**src/rtl/alu_op_sequencer_pkg.sv**
```systemverilog
// Shared definitions for the ALU command sequencer: ALU function codes,
// sequencer FSM states and the packed command record size.
package alu_op_sequencer_pkg;

    localparam int OP_W = 3;

    typedef enum logic [OP_W-1:0] {
        OP_AVG       = 3'd0,
        OP_DBL_SUM   = 3'd1,
        OP_HALFX_ADD = 3'd2,
        OP_SUB_HALFY = 3'd3,
        OP_NAND      = 3'd4,
        OP_NOT       = 3'd5,
        OP_NOR       = 3'd6,
        OP_XOR       = 3'd7
    } alu_op_e;

    typedef enum logic [1:0] {
        ST_IDLE = 2'd0,
        ST_EXEC = 2'd1,
        ST_HOLD = 2'd2
    } seq_state_e;

    // Command record is {chain, op, x, y}.
    function automatic int cmdWidth(input int n);
        return 1 + OP_W + 2 * n;
    endfunction

endpackage

```
**src/rtl/alu_cmd_fifo.sv**
```systemverilog
// Small circular command FIFO with occupancy count, full/empty flags and a
// synchronous flush that discards every stored entry.
module alu_cmd_fifo #(
    parameter int DEPTH = 4,
    parameter int WIDTH = 8
) (
    input  logic             clk,
    input  logic             rst_n,
    input  logic             flush,
    input  logic             push,
    input  logic             pop,
    input  logic [WIDTH-1:0] wdata,
    output logic [WIDTH-1:0] rdata,
    output logic             full,
    output logic             empty
);

    localparam int PTR_W = $clog2(DEPTH);
    localparam logic [PTR_W:0] FULL_CNT = (PTR_W + 1)'(DEPTH);

    logic [WIDTH-1:0] mem_q [DEPTH];
    logic [PTR_W-1:0] wr_ptr_q;
    logic [PTR_W-1:0] rd_ptr_q;
    logic [PTR_W:0]   count_q;
    logic             do_push;
    logic             do_pop;

    assign full    = (count_q == FULL_CNT);
    assign empty   = (count_q == '0);
    assign do_push = push && !full && !flush;
    assign do_pop  = pop && !empty && !flush;
    assign rdata   = mem_q[rd_ptr_q];

    // Pointers wrap naturally because DEPTH is a power of two.
    always_ff @(posedge clk or negedge rst_n) begin
        if (!rst_n) begin
            wr_ptr_q <= '0;
            rd_ptr_q <= '0;
            count_q  <= '0;
        end else if (flush) begin
            wr_ptr_q <= '0;
            rd_ptr_q <= '0;
            count_q  <= '0;
        end else begin
            if (do_push) begin
                wr_ptr_q <= wr_ptr_q + 1'b1;
            end
            if (do_pop) begin
                rd_ptr_q <= rd_ptr_q + 1'b1;
            end
            if (do_push && !do_pop) begin
                count_q <= count_q + 1'b1;
            end else if (!do_push && do_pop) begin
                count_q <= count_q - 1'b1;
            end
        end
    end

    always_ff @(posedge clk) begin
        if (do_push) begin
            mem_q[wr_ptr_q] <= wdata;
        end
    end

endmodule

```
**src/rtl/alu_op_sequencer.sv**
```systemverilog
// Issues queued ALU commands one at a time through registered operand ports,
// captures the widened result and hands it out over a valid/ready handshake.
module alu_op_sequencer
    import alu_op_sequencer_pkg::*;
#(
    parameter int N     = 4,
    parameter int DEPTH = 4,
    parameter int CNT_W = 8
) (
    input  logic             clk,
    input  logic             rst_n,
    input  logic             flush,
    input  logic             in_valid,
    output logic             in_ready,
    input  logic             in_chain,
    input  logic [OP_W-1:0]  in_op,
    input  logic [N-1:0]     in_x,
    input  logic [N-1:0]     in_y,
    output logic [N-1:0]     alu_x,
    output logic [N-1:0]     alu_y,
    output logic [OP_W-1:0]  alu_c,
    input  logic [N+1:0]     alu_o,
    output logic             out_valid,
    input  logic             out_ready,
    output logic [N+1:0]     out_result,
    output logic             out_ovf,
    output logic [CNT_W-1:0] op_count,
    output logic             busy
);

    localparam int RW    = N + 2;
    localparam int CMD_W = cmdWidth(N);

    localparam logic signed [RW-1:0] RES_MAX = {3'b000, {(N-1){1'b1}}};
    localparam logic signed [RW-1:0] RES_MIN = {3'b111, {(N-1){1'b0}}};
    localparam logic [N-1:0]         SAT_MAX = {1'b0, {(N-1){1'b1}}};
    localparam logic [N-1:0]         SAT_MIN = {1'b1, {(N-1){1'b0}}};

    seq_state_e              state_q, state_d;
    logic [N-1:0]            alu_x_q, alu_x_d;
    logic [N-1:0]            alu_y_q, alu_y_d;
    logic [OP_W-1:0]         alu_c_q, alu_c_d;
    logic                    out_valid_q, out_valid_d;
    logic [RW-1:0]           out_result_q, out_result_d;
    logic                    out_ovf_q, out_ovf_d;
    logic [CNT_W-1:0]        op_count_q, op_count_d;
    logic signed [RW-1:0]    last_result_q, last_result_d;

    logic [CMD_W-1:0]        fifo_wdata;
    logic [CMD_W-1:0]        fifo_rdata;
    logic                    fifo_full;
    logic                    fifo_empty;
    logic                    fifo_pop;
    logic                    cmd_push;

    logic                    head_chain;
    logic [OP_W-1:0]         head_op;
    logic [N-1:0]            head_x;
    logic [N-1:0]            head_y;
    logic signed [RW-1:0]    alu_res;
    logic                    alu_ovf;

    function automatic logic [N-1:0] satN(input logic signed [RW-1:0] v);
        if (v > RES_MAX) begin
            return SAT_MAX;
        end
        if (v < RES_MIN) begin
            return SAT_MIN;
        end
        return v[N-1:0];
    endfunction

    assign in_ready   = !fifo_full;
    assign cmd_push   = in_valid && in_ready;
    assign fifo_wdata = {in_chain, in_op, in_x, in_y};
    assign {head_chain, head_op, head_x, head_y} = fifo_rdata;
    assign alu_res    = alu_o;
    assign alu_ovf    = (alu_res > RES_MAX) || (alu_res < RES_MIN);

    alu_cmd_fifo #(
        .DEPTH (DEPTH),
        .WIDTH (CMD_W)
    ) u_cmd_fifo (
        .clk   (clk),
        .rst_n (rst_n),
        .flush (flush),
        .push  (cmd_push),
        .pop   (fifo_pop),
        .wdata (fifo_wdata),
        .rdata (fifo_rdata),
        .full  (fifo_full),
        .empty (fifo_empty)
    );

    // Operand registers only move on a pop, so the ALU inputs never glitch.
    always_comb begin
        state_d       = state_q;
        alu_x_d       = alu_x_q;
        alu_y_d       = alu_y_q;
        alu_c_d       = alu_c_q;
        out_valid_d   = out_valid_q;
        out_result_d  = out_result_q;
        out_ovf_d     = out_ovf_q;
        op_count_d    = op_count_q;
        last_result_d = last_result_q;
        fifo_pop      = 1'b0;

        if (flush) begin
            state_d     = ST_IDLE;
            out_valid_d = 1'b0;
        end else begin
            case (state_q)
                ST_IDLE: begin
                    if (!fifo_empty) begin
                        fifo_pop = 1'b1;
                        alu_c_d  = head_op;
                        alu_y_d  = head_y;
                        alu_x_d  = head_chain ? satN(last_result_q) : head_x;
                        state_d  = ST_EXEC;
                    end
                end
                ST_EXEC: begin
                    out_result_d  = alu_o;
                    out_ovf_d     = alu_ovf;
                    out_valid_d   = 1'b1;
                    last_result_d = alu_res;
                    state_d       = ST_HOLD;
                end
                ST_HOLD: begin
                    if (out_ready) begin
                        out_valid_d = 1'b0;
                        op_count_d  = op_count_q + 1'b1;
                        state_d     = ST_IDLE;
                    end
                end
                default: begin
                    state_d = ST_IDLE;
                end
            endcase
        end
    end

    always_ff @(posedge clk or negedge rst_n) begin
        if (!rst_n) begin
            state_q       <= ST_IDLE;
            alu_x_q       <= '0;
            alu_y_q       <= '0;
            alu_c_q       <= '0;
            out_valid_q   <= 1'b0;
            out_result_q  <= '0;
            out_ovf_q     <= 1'b0;
            op_count_q    <= '0;
            last_result_q <= '0;
        end else begin
            state_q       <= state_d;
            alu_x_q       <= alu_x_d;
            alu_y_q       <= alu_y_d;
            alu_c_q       <= alu_c_d;
            out_valid_q   <= out_valid_d;
            out_result_q  <= out_result_d;
            out_ovf_q     <= out_ovf_d;
            op_count_q    <= op_count_d;
            last_result_q <= last_result_d;
        end
    end

    assign alu_x      = alu_x_q;
    assign alu_y      = alu_y_q;
    assign alu_c      = alu_c_q;
    assign out_valid  = out_valid_q;
    assign out_result = out_result_q;
    assign out_ovf    = out_ovf_q;
    assign op_count   = op_count_q;
    assign busy       = (state_q != ST_IDLE) || !fifo_empty;

endmodule

```
**config.mk**
```make
export PLATFORM = sky130hd
export DESIGN_NAME = alu_op_sequencer
export DESIGN_NICKNAME = d
export VERILOG_FILES = /design/src/rtl/alu_op_sequencer_pkg.sv /design/src/rtl/alu_cmd_fifo.sv /design/src/rtl/alu_op_sequencer.sv
export SDC_FILE = /design/constraint.sdc
export NUM_CORES = 1
export LEC_CHECK = 0
export ABC_AREA = 1
export BUFFER_PORTS_ARGS = -buffer_cell sky130_fd_sc_hd__buf_2
export CORE_AREA = 3 3 89 100
export DETAILED_ROUTE_END_ITERATION = 8
export DIE_AREA = 0 0 92 103
export PLACE_DENSITY_LB_ADDON = 0.2
export SLEW_MARGIN = 40
export SYNTH_ARGS = -nofsm -noshare
export SYNTH_HDL_FRONTEND = slang
export SYNTH_SLANG_ARGS = --single-unit
```
**constraint.sdc**
```tcl
create_clock -name clk -period 3.6 [get_ports clk]
set_clock_uncertainty 0.05 [all_clocks]
set_input_delay 0.54 -clock clk [delete_from_list [all_inputs] [get_ports clk]]
set_output_delay 0.54 -clock clk [all_outputs]
set_load 0.02 [all_outputs]
```
==> key figures <==
Run status
  – Run status: complete, no violations

Hold path
  – Worst hold path type: input pin to asynchronous set/reset pin

Clocking
  – Num CTS Buffers: 9
  – Resize count post-CTS: 0
  – Hold Buf Count CTS: 0
  – TritonCTS clock tree: done
  – Maximum clock insertion buffer count: 2
  – CTS H-Tree Depth: 3
  – Post-CTS setup buffer count: 0
  – Clock sink total: 84
  – CTS clk-pin slew, worst paths: 0.08 ns
  – Root buf cell: clkbuf_8
  – Clk_lat worst skew: about 0.35 ns

Drt
  – Drt drc: 0
  – Routed Wire Length: between 7 and 8 mm
  – Antenna-violating nets left: 0
  – Vias: between 2000 and 2500
  – Avg WL per Cell: around 14 um
  – DR vias/cell: 4.80
  – Pre-Repair DR Iteration Count: 4
  – DRT iter0 DRCs: 84

Floorplan
  – Die ar.: about 9500 um2
  – Starting density of the core: 45.1%
  – Core area: approximately 7900 um2
  – Io pins: 52
  – Die Y-Extent: 103 um
  – Die width: 92 um
  – FP Rows: 34

Power and ir drop
  – Tot Pwr: around 3.3 mW
  – Power density over the cells: 774 nW/um2
  – Worst VDD drop: between 0.3 and 0.4 mV
  – Static Leak: around 1.8 nW

Placed design
  – Gp weighted congestion: between 0.7 and 0.8
  – PortBufs: 51
  – Detail Placement HPWL: about 4.7 mm

GRT
  – GR Util All Layers: ~16%
  – Overflow after GRT: 0
  – First-pass GRT wire length: 11.6 mm
  – Largest net degree at the start of global routing: 37
  – Vias in the first global route: 2395
  – Initial antenna violation count: 0

Logic synthesis
  – FFs w/ async S/R, synth: 42.9%
  – Ranking of synthesized cells by area: edfxtp_1, dfrtp_1, nand2_1
  – Most common cell in the netlist: nand2_1
  – Syn avg cell area: 10.4 um2
  – Top FF cell, synth: edfxtp_1
  – Synth Instances: between 300 and 400
  – Post-synthesis register bit count: 84
  – Top post-synthesis cells by count: nand2_1, nor2_1, edfxtp_1
  – Warnings, synthesis: 0
  – Synth unique cells: 29
  – Post-Syn Area: 3570 um2
  – Sequential-to-total area share from yosys stat: about two thirds
  – EDFF count, synth: between 40 and 50
  – Synth top area share: about two fifths
  – Post-synth top area cell: edfxtp_1
  – Net Count, Synth: ~370

Setup path
  – CP Max Fanout: 24
  – Cell with the largest stage delay on the worst path: dfrtp_1
  – Crit-path cells: nor2_4 > nand2_1 > nor2_4 > nor2_1 > fa_1 > xor2_1 > nand3b_1 > nand2_1 > nand2_1 > nand2_1
  – CP required: 3.80 ns
  – Crit end category: flip-flop
  – CP Class: flip-flop to flip-flop
  – Delay-heaviest family, CP: simple AND/OR/NAND/NOR gates
  – Cell repeated most along the worst path: nand2_1
  – Worst path max stage delay: 0.46 ns
  – Worst Path Arrival: 2.53 ns
  – Critical path launch point type: flip-flop
  – CP bufs+invs: 0

Timing
  – Setup_tns: 0 ns
  – Maximum clock frequency: approximately 430 MHz
  – Worst Tran Pin Value: between 0.6 and 0.7 ns
  – Final setup viols: 0
  – Fin. Hold Viols: 0
  – Final Max Slew Viols: 0
  – Post-layout minimum cycle time: 2.33 ns
  – Unrepaired setup endpoints after global routing: false
  – Slew HR: between 50% and 60%
  – Final period util: between 60% and 70%

Final layout
  – Share of layout cells above drive strength 1: between 20% and 30%
  – P&R area growth vs syn: 18.2%
  – Antenna cells: 0
  – Fin nets: 428

Run
  – Max Cap Viol: 0
[per-stage QoR]
step | std cells | area, um2 | hold WS (ns) | setup slack (ns) | utilization, %
2_1_floorplan | 342 | 3570 | 0.194 | 1.50 | -
3_3_place_gp | 496 | 3940 | 0.417 | 1.06 | 49.8
3_5_place_dp | 496 | 3950 | 0.433 | 1.02 | 49.9
4_1_cts | 512 | 4210 | 0.0934 | 1.25 | 53.3
5_1_grt | 512 | 4210 | 0.108 | 1.04 | 53.3
6_report | 512 | 4210 | 0.0868 | 1.27 | 53.3
[placed cells by master, fill, tap and decap left out, types with 3 or more instances in the layout]
cell,netlist,final
buf_2,5,50
xor2_1,5,5
dfrtp_1,36,36
a31oi_1,8,8
o21ai_0,25,25
nand2_1,87,87
nand3_1,18,18
ha_1,5,5
nor2_1,49,49
nor3_1,4,3
bufinv_16,0,4
buf_4,2,6
clkbuf_8,0,9
o21ai_1,4,4
edfxtp_1,48,48
a21oi_1,3,3
inv_1,24,24
[worst register-to-register path, delay by kind of cell (launching register included)]
| family | cells | cell delay (ns) |
|---|---|---|
| AND/OR/NAND/NOR | 8 | 1.11 |
| flip-flops | 1 | 0.46 |
| adder cells (fa/ha/maj) | 1 | 0.45 |
| XOR/XNOR | 1 | 0.16 |
[registers in the layout, summed over array words and instances (netlist names)]
| signal | flops |
|---|---|
| u_cmd_fifo.count_q | 3 |
| last_result_q | 6 |
| out_valid | 1 |
| out_ovf | 1 |
| alu_y | 4 |
| op_count | 8 |
| state_q | 2 |
| alu_x | 4 |
| alu_c | 3 |
| u_cmd_fifo.mem_q | 48 |
| u_cmd_fifo.rd_ptr_q | 2 |
| u_cmd_fifo.wr_ptr_q | 2 |
[cell families after synthesis]
logic type	count (synthesis)	share of synthesized area, %
DFF	84	65.7
adders and majority gates	6	2.32
AOI/OAI and AO/OA	43	6.60
xor gates and xnor gates	7	1.72
buffers and inverters	36	4.18
and+or+nand+nor	166	19.5
[per-layer routing]
layer | up-vias | part of all wire (%) | GRT usage [%]
li1 | 1247 | - | -
met1 | 1125 | 43 | 19.4
met2 | 77 | 48 | 27.7
met3 | 8 | 7.0 | 3.36
met4 | 0 | 1.8 | 7.54
met5 | - | 0 | 0
[where the power goes]
part	leakage (nW)	switching, mW	internal (mW)	total (mW)
registers	0.882	0.136	1.21	1.34
clock network	0.127	0.334	0.534	0.868
logic	0.838	0.706	0.345	1.05
[path summary, 6_finish.rpt]
check                                             end       start  slack [ns]  cells past startpoint
max in group asynchronous                    alu_y[0]       rst_n        3.08                      1
worst min-delay path                 last_result_q[1]       rst_n        0.09                      1
worst max-delay path            u_cmd_fifo.count_q[2]  state_q[1]        1.27                     10
worst min register to register               alu_x[1]    alu_x[1]        0.44                      2
min in group clk                     last_result_q[2]    alu_o[2]        0.34                      3
worst max register to register  u_cmd_fifo.count_q[2]  state_q[1]        1.27                     10
[layout make-up]
class | count | area [um2]
multi-input combinational | 222 | 1080
fill | 718 | 3700
clock inverter | 6 | 136
timing repair buffer | 56 | 295
sequential | 84 | 2340
tap | 108 | 135
clock buffer | 10 | 128
inverter | 26 | 97.6
No activity file was read; power rests on OpenSTA's default activity.
